[src/rtl/sevenseg_pkg.sv]
// Shared constants for the 4-digit seven-segment scanner: digit count,
// scan FSM encoding, hex-to-segment table and the display content record.
package sevenseg_pkg;

   localparam int unsigned NUM_DIGITS = 4;

   typedef enum logic {
      GAP_S   = 1'b0,
      DRIVE_S = 1'b1
   } state_e;

   // Segment order {G,F,E,D,C,B,A}, active-high.
   localparam logic [6:0] HEX_SEG [16] = '{
      7'h3F, 7'h06, 7'h5B, 7'h4F, 7'h66, 7'h6D, 7'h7D, 7'h07,
      7'h7F, 7'h6F, 7'h77, 7'h7C, 7'h39, 7'h5E, 7'h79, 7'h71
   };

   typedef struct packed {
      logic [4*NUM_DIGITS-1:0] digits;
      logic [NUM_DIGITS-1:0]   dp;
      logic [NUM_DIGITS-1:0]   blank;
   } disp_t;

endpackage

[src/rtl/hex7_decode.sv]
// Combinational hex nibble to seven-segment pattern (active-high).
module hex7_decode
   import sevenseg_pkg::*;
(
   input  logic [3:0] hex_i,
   output logic [6:0] seg_o
);

   assign seg_o = HEX_SEG[hex_i];

endmodule

[src/rtl/sevenseg_scan_ctrl.sv]
// Multiplexed 4-digit seven-segment scanner with dark gaps between slots and
// double-buffered content that only swaps at the frame boundary.
module sevenseg_scan_ctrl
   import sevenseg_pkg::*;
#(
   parameter int unsigned DIV     = 12500,
   parameter int unsigned GAP     = 64,
   parameter bit          DIG_INV = 1'b1,
   parameter bit          SEG_INV = 1'b0
) (
   input  logic        clk,
   input  logic        rst,
   input  logic        upd_valid,
   output logic        upd_ready,
   input  logic [15:0] upd_digits,
   input  logic [3:0]  upd_dp,
   input  logic [3:0]  upd_blank,
   output logic [7:0]  seg,
   output logic [3:0]  dig_en,
   output logic        frame_done
);

   state_e      state_q, state_d;
   logic [15:0] cnt_q, cnt_d;
   logic [1:0]  idx_q, idx_d;
   disp_t       act_q, act_d, shd_q, shd_d;
   logic        pend_q, pend_d;
   logic        rdy_q;
   logic        fdone_q;
   logic [7:0]  seg_q, seg_d;
   logic [3:0]  dig_q, dig_d;
   logic [3:0]  nib;
   logic [6:0]  dec_seg;
   logic        boundary, take;

   assign take      = upd_valid && rdy_q;
   assign upd_ready = rdy_q;

   always_comb begin
      state_d  = state_q;
      cnt_d    = cnt_q + 16'd1;
      idx_d    = idx_q;
      boundary = 1'b0;
      case (state_q)
         GAP_S: begin
            if (cnt_q == 16'(GAP - 1)) begin
               state_d = DRIVE_S;
               cnt_d   = '0;
            end
         end
         DRIVE_S: begin
            if (cnt_q == 16'(DIV - 1)) begin
               state_d  = GAP_S;
               cnt_d    = '0;
               idx_d    = idx_q + 2'd1;
               boundary = (idx_q == 2'(NUM_DIGITS - 1));
            end
         end
      endcase
   end

   // Shadow is full whenever pending is set, so a swap and a capture never coincide.
   always_comb begin
      act_d  = act_q;
      shd_d  = shd_q;
      pend_d = pend_q;
      if (boundary && pend_q) begin
         act_d  = shd_q;
         pend_d = 1'b0;
      end else if (take) begin
         shd_d  = '{digits: upd_digits, dp: upd_dp, blank: upd_blank};
         pend_d = 1'b1;
      end
   end

   // Output registers are loaded from next-state so the pins line up with the FSM.
   assign nib = act_q.digits[{idx_d, 2'b00} +: 4];

   hex7_decode u_dec (
      .hex_i (nib),
      .seg_o (dec_seg)
   );

   always_comb begin
      seg_d = '0;
      dig_d = '0;
      if (state_d == DRIVE_S && !act_q.blank[idx_d]) begin
         seg_d = {act_q.dp[idx_d], dec_seg};
         dig_d = 4'b0001 << idx_d;
      end
   end

   always_ff @(posedge clk) begin
      if (rst) begin
         state_q <= GAP_S;
         cnt_q   <= '0;
         idx_q   <= '0;
         act_q   <= '{digits: '0, dp: '0, blank: 4'hF};
         shd_q   <= '0;
         pend_q  <= 1'b0;
         rdy_q   <= 1'b0;
         fdone_q <= 1'b0;
         seg_q   <= '0;
         dig_q   <= '0;
      end else begin
         state_q <= state_d;
         cnt_q   <= cnt_d;
         idx_q   <= idx_d;
         act_q   <= act_d;
         shd_q   <= shd_d;
         pend_q  <= pend_d;
         rdy_q   <= !pend_d;
         fdone_q <= boundary;
         seg_q   <= seg_d;
         dig_q   <= dig_d;
      end
   end

   assign seg        = seg_q ^ {8{SEG_INV}};
   assign dig_en     = dig_q ^ {4{DIG_INV}};
   assign frame_done = fdone_q;

endmodule

[config.mk]
export PLATFORM = sky130hd
export DESIGN_NAME = sevenseg_scan_ctrl
export DESIGN_NICKNAME = d
export VERILOG_FILES = /design/src/rtl/sevenseg_pkg.sv /design/src/rtl/hex7_decode.sv /design/src/rtl/sevenseg_scan_ctrl.sv
export SDC_FILE = /design/constraint.sdc
export NUM_CORES = 1
export LEC_CHECK = 0
export CAP_MARGIN = 25
export CORE_MARGIN = 2
export CORE_UTILIZATION = 46
export CTS_CLUSTER_DIAMETER = 50
export DETAILED_ROUTE_END_ITERATION = 7
export MAX_ROUTING_LAYER = met4
export PLACE_DENSITY = 0.68
export SYNTH_ARGS = -nofsm -noshare
export SYNTH_HDL_FRONTEND = slang
export SYNTH_SLANG_ARGS = --single-unit
[constraint.sdc]
create_clock -name clk -period 4.83 [get_ports clk]
set_clock_uncertainty 0.15 [all_clocks]
set_input_delay 0.483 -clock clk [delete_from_list [all_inputs] [get_ports clk]]
set_output_delay 0.483 -clock clk [all_outputs]
set_load 0.03 [all_outputs]
# == Word level (Yosys, flattened, before mapping) ==
# Memories as Yosys holds them, arrays and structs flattened. A register that Yosys moved wholly into a read port is not among the register bits.
# Cells that the tools add are included.
# word_totals
reg_bits,82
mem_bits_ro,112
out_inout_bits,14
wordCells,54
n_memories,1
# mem_list
name,words,width,read_ports,rd_ports_with_merged_regs,write_ports,line_no,rtl
(name not given),16,7,1,1,0,hex7_decode.sv:9,assign seg_o = HEX_SEG[hex_i];
# op_classes
addsub,2
n_lt_le_gt_ge,2
eq_ne,3
n_shift,2
n_mux,18
bitwise,5
reduce_logical,7
# ops
operator,count
$mux W16,2
$pmux W16 S2,1
$add A16 B1 Y16 const B,1
$eq A16 B14 Y1 const B,1
$eq A16 B6 Y1 const B,1
$shiftx A16 B5 Y4,1
$mux W7,2
$mux W1,8
$ge A5 B5 Y1 const B,1
$not A4 Y5,1
$bmux W1 S2,2
$mux W2,2
$not A4 Y4,1
$shl A1 B2 Y4 const A,1
$logic_and A1 B1 Y1,3
$lt A2 B3 Y1 const B,1
$not A1 Y1,3
$add A2 B1 Y2 const B,1
$eq A2 B2 Y1 const B,1
$logic_not A1 Y1,2
$pmux W1 S2,1
$reduce_and A2 Y1,1
$reduce_or A2 Y1,1

# == Depth between registers and ports, before layout ==
# depth
word_depth,9
mapped_depth,10

# == Modules after synthesis ==
# Synthesis repeated with hierarchy kept, for this count alone.
# unflattened
cells_unflattened,430
hier_area_um2,3663.5
# modules_own_cells
module,instances,cells_per_inst,area_per_inst_um2,seq_area_each_um2
sevenseg_scan_ctrl,1,397,3369.5,1641.6
hex7_decode,1,33,294.0,0.0

# == Least setup slack after synthesis ==
# Ideal clock, no wire load.
# synth_timing
path_kind,register to register
startpoint,register cnt_q[0]
endpoint,"register seg_q[5], in the netlist seg[5]"
setup_ns,0.086
arrival_time_ns,2.334
setup_slack_ns,2.260
path_stages_with_launch,11
n_path_buf,1
synth_period_minus_slack_ns,2.570
path_cell_list,dfxtp_1 -> ha_1 -> and4b_1 -> nand4_2 -> mux2_2 -> o221a_2 -> buf_6 -> ha_1 -> mux2i_1 -> nor2_1 -> a211oi_1
# synth_via
elab_chain_len,9
elab_cells_between_ends,15
classes_between,eq/ne: 2; shift: 1; mux: 7; bitwise: 2; reduce/logical: 3
# synth_rtl
item,line_no,rtl
from (decl),sevenseg_scan_ctrl.sv:24,"logic [15:0] cnt_q, cnt_d;"
from (signal assigned),sevenseg_scan_ctrl.sv:107,cnt_q <= cnt_d;
$eq A16 B14 Y1,sevenseg_scan_ctrl.sv:52,if (cnt_q == 16'(DIV - 1)) begin
$mux W2,sevenseg_scan_ctrl.sv:52,
$mux W2,sevenseg_scan_ctrl.sv:44,case (state_q)
$bmux W1 S2,sevenseg_scan_ctrl.sv:87,if (state_d == DRIVE_S && !act_q.blank[idx_d]) begin
$mux W1 (not written as such),sevenseg_scan_ctrl.sv:87,
$logic_not A1 Y1,sevenseg_scan_ctrl.sv:87,
$logic_and A1 B1 Y1,sevenseg_scan_ctrl.sv:87,
$not A1 Y1 (no source line),-,
$reduce_or A2 Y1 (no source line),-,
to (decl),sevenseg_scan_ctrl.sv:30,"logic [7:0] seg_q, seg_d;"
# Parallel ways exist; a longest one is shown, timed or not. The select of a mux whose other input is x is not followed.
# A chain may end at the register's enable or synchronous reset.

# == Worst setup path in the final report ==
# layout_timing
startpoint,register cnt_q[0]
endpoint,register shd_q[23] (netlist name)
# layout_via
elab_chain_len,6
# layout_rtl
item,line_no,rtl
$eq A16 B14 Y1,sevenseg_scan_ctrl.sv:52,
$mux W1,sevenseg_scan_ctrl.sv:52,
$mux W1,sevenseg_scan_ctrl.sv:44,
$logic_and A1 B1 Y1,sevenseg_scan_ctrl.sv:67,if (boundary && pend_q) begin
$not A1 Y1 (no source line),-,
$reduce_and A2 Y1 (no source line),-,
to (signal assigned),sevenseg_scan_ctrl.sv:99,shd_q <= '0;
to (signal assigned),sevenseg_scan_ctrl.sv:110,shd_q <= shd_d;
to (decl),sevenseg_scan_ctrl.sv:26,"disp_t act_q, act_d, shd_q, shd_d;"
# Every way passes these cells.

==> metrics.md <==
| Metric | Value |
|---|---|
| Worst-Skew Late Latency | `0.35 ns` |
| CTS tree | `built` |
| Crit Path Class | `reg -> reg` |
| MaxCap Viol Count | `0` |
| Syn nets | `467` |
| Avg Cell Area, Syn | `8.10 um^2` |
| Total Routed Length | `7050 um` |
| Routed len/inst | `~12 um` |
| Worst Tran Pin Value | `approximately 0.9 ns` |
| Worst hold path stage count | `2` |
| Dpl ws | `1.47 ns` |
| Sequential-to-total area share from yosys stat | `0.466` |
| Synth top cells by count | `nand2_1, dfxtp_1, nor2_1` |
| Status | `complete, no violations` |
| Non-filler cells, final | `568` |
| Clk slew on worst S/H paths | `0.08 ns` |
| CTS max path bufs | `2` |
| Post-Synthesis Cell Area | `3520 um^2` |
| # placed instances | `552` |
| Cells after synthesis | `around 440` |
| Fillers | `700` |
| R2r startpoint | `cnt_q[0]` |
| Worst-path maximum fanout | `26` |
| Post-CTS Setup Inserts | `0` |
| CTS sink count | `82` |
| Peak VDD IR | `around 0.00014 V` |
| Yosys warning count | `0` |
| Max Fclk | `around 0.3 GHz` |
| Final min period | `3.32 ns` |
| Largest net degree at the start of global routing | `55` |
| Final Setup Violations | `0` |
| Seq. cell area | `approximately 1600 um^2` |
| Initial antenna violation count | `0` |
| Drt drc | `0` |
| Total number of vias | `between 2000 and 3000` |
| Root buffer selected by CTS | `clkbuf_8` |
| Area share of the largest cell type after synthesis | `0.466` |
| RSZ-0062 raised after global routing | `false` |
| Number of global-route vias before repair | `2670` |
| TritonCTS Buffers | `9` |
| Post_cts resized | `0` |
| Top_reg_cell synth | `dfxtp_1` |
| Synthesized flop and latch total | `82` |
| Vias per cell | `5.07` |
| Initial core utilization | `0.481` |
| Final worst setup slack | `1.51 ns` |
| Critical Path RT | `4.96 ns` |
| Cts hold-fix bufs | `0` |
| DR pass1 iterations | `5` |
| R2R depth | `7` |
| Antenna diodes | `0` |
| Layout area overhead | `18.1%` |
| Relative slew slack | `0.383` |
| Final Hold Fails | `0` |
| Cell variety after synth | `42` |
| Pwr dens | `311 nW/um^2` |
| GRT Total Usage | `0.184` |
| Row cnt | `31` |
| Leakage | `1.56 nW` |
| Multi-input gate area | `~1700 um^2` |
| Power Total | `0.00129 W` |
| Buffers on Ports | `40` |
| Die X | `between 90 and 100 um` |
| Crit path launch type | `flop` |
| Synth area leader | `dfxtp_1` |
| First-pass GRT wire length | `12200 um` |
| DP Wirelength | `4850 um` |
| Worst Path Arrival | `3.46 ns` |
| Setup TNS Final | `0 ns` |
| FFs w/ async S/R, synth | `0` |
| Die Ht | `91.5 um` |
| Total gr overflow | `0` |
| Hold Path Class | `reg -> reg` |
| Share of post-route cells with drive strength above 1 | `0.0640` |
| Initial DRC count | `143` |
| CP endpoint kind | `flop` |
| IO Pins | `41` |
| Die area | `approximately 8400 um^2` |
| Most common cell in the synthesized netlist | `nand2_1` |
| H-Tree Depth | `3` |
| Count of pins over their slew limit | `0` |
| Placer Congestion | `approximately 0.82` |
| Core box area | `7330 um^2` |
| EDFF count, synth | `0` |
| Nets | `~500` |
| Hold EP | `act_q[17]` |
| Worst R2R End | `shd_q[23]` |
| R2r setup slk | `1.51 ns` |
| Crit share post-route | `0.688` |
| Synth top area cells | `dfxtp_1, nand2_1, a21oi_1` |
| Hold wc startpoint | `act_q[17]` |
| Hold WS | `0.307 ns` |
| Post-route ant nets | `0` |
-- through the flow --
step	utilization	instance area [um^2]
5_1_grt	0.568	4160
3_5_place_dp	0.538	3940
6_report	0.568	4160
3_3_place_gp	0.538	3940
4_1_cts	0.568	4160
2_1_floorplan	-	3520
-- area by class of cell --
| cell class | count | share of cell area |
|---|---|---|
| multi-input combinational | 315 | 0.412 |
| sequential | 82 | 0.394 |
| timing repair buffer | 41 | 0.0980 |
| clock buffer | 10 | 0.0307 |
| tap | 99 | 0.0298 |
| clock inverter | 6 | 0.0216 |
| inverter | 15 | 0.0135 |
-- how the worst max path moves through the flow --
stage / endpoint / slack, ns / start
after floorplan: seg[5] / 2.26 / cnt_q[0]
after global placement: shd_q[8] / 1.58 / cnt_q[0]
after detailed placement: shd_q[8] / 1.47 / cnt_q[0]
after CTS: shd_q[8] / 1.45 / cnt_q[0]
after global routing: shd_q[21] / 1.14 / cnt_q[0]
final: shd_q[23] / 1.51 / cnt_q[0]
-- where the power goes --
part	leakage (nW)	switching, W	internal [W]	total [W]
registers	0.664	0.00000843	0.000688	0.000697
logic	0.791	0.0000291	0.0000302	0.0000594
clock network	0.107	0.000243	0.000293	0.000536
total	1.56	0.000281	0.00101	0.00129
-- routing by layer --
layer / global-route usage / vias up / wire, um
met5: - / - / 0
met1: 0.227 / 1307 / 3340
met2: 0.290 / 59 / 3280
met3: 0.0581 / 12 / 309
li1: - / 1504 / -
met4: 0.0556 / 0 / 115
-- critical path, cell delays in order, from the launching register on --
cell and delay [ns]:
dfxtp_1 0.37, ha_1 0.21, and4b_1 0.27, and4_4 0.34, nand3_1 0.67, nand3_1 0.94
nand2_1 0.12, a21oi_1 0.18
-- flip-flops by register name, summed over array words and instances (netlist names) --
name	cells
act_q	24
shd_q	24
cnt_q	16
seg	8
dig_q	4
idx_q	2
frame_done	1
pend_q	1
state_q	1
upd_ready	1
-- cells by family (layout without fill, tap and decap cells) --
logic type               Yosys count  in the layout  share of synthesized area
AND/OR/NAND/NOR                  208            208                      0.263
flip-flops                        82             82                      0.466
AO/OA/AOI/OAI                     71             71                      0.119
buffers and inverters             38             72                     0.0476
XOR/XNOR                          16             16                     0.0398
multiplexers                      15             15                     0.0469
adder cells (fa/ha/maj)            5              5                     0.0178
-- cells in the final DEF (no fill, tap or decap), drive strengths merged, types with 3 or more instances in the layout --
cell	synthesis	layout
a211oi	4	4
a21oi	49	49
and3	5	5
and4	3	3
clkbuf	17	10
clkdlybuf4s50	0	40
dfxtp	82	82
ha	5	5
inv	15	16
mux2i	12	12
nand2	112	112
nand2b	6	6
nand3	8	8
nand3b	4	4
nor2	53	53
nor3	6	6
nor4	3	3
o21ai	4	4
o22ai	5	5
or2	3	3
xnor2	8	8
xor2	8	8
(Power assumes the default switching activity.)
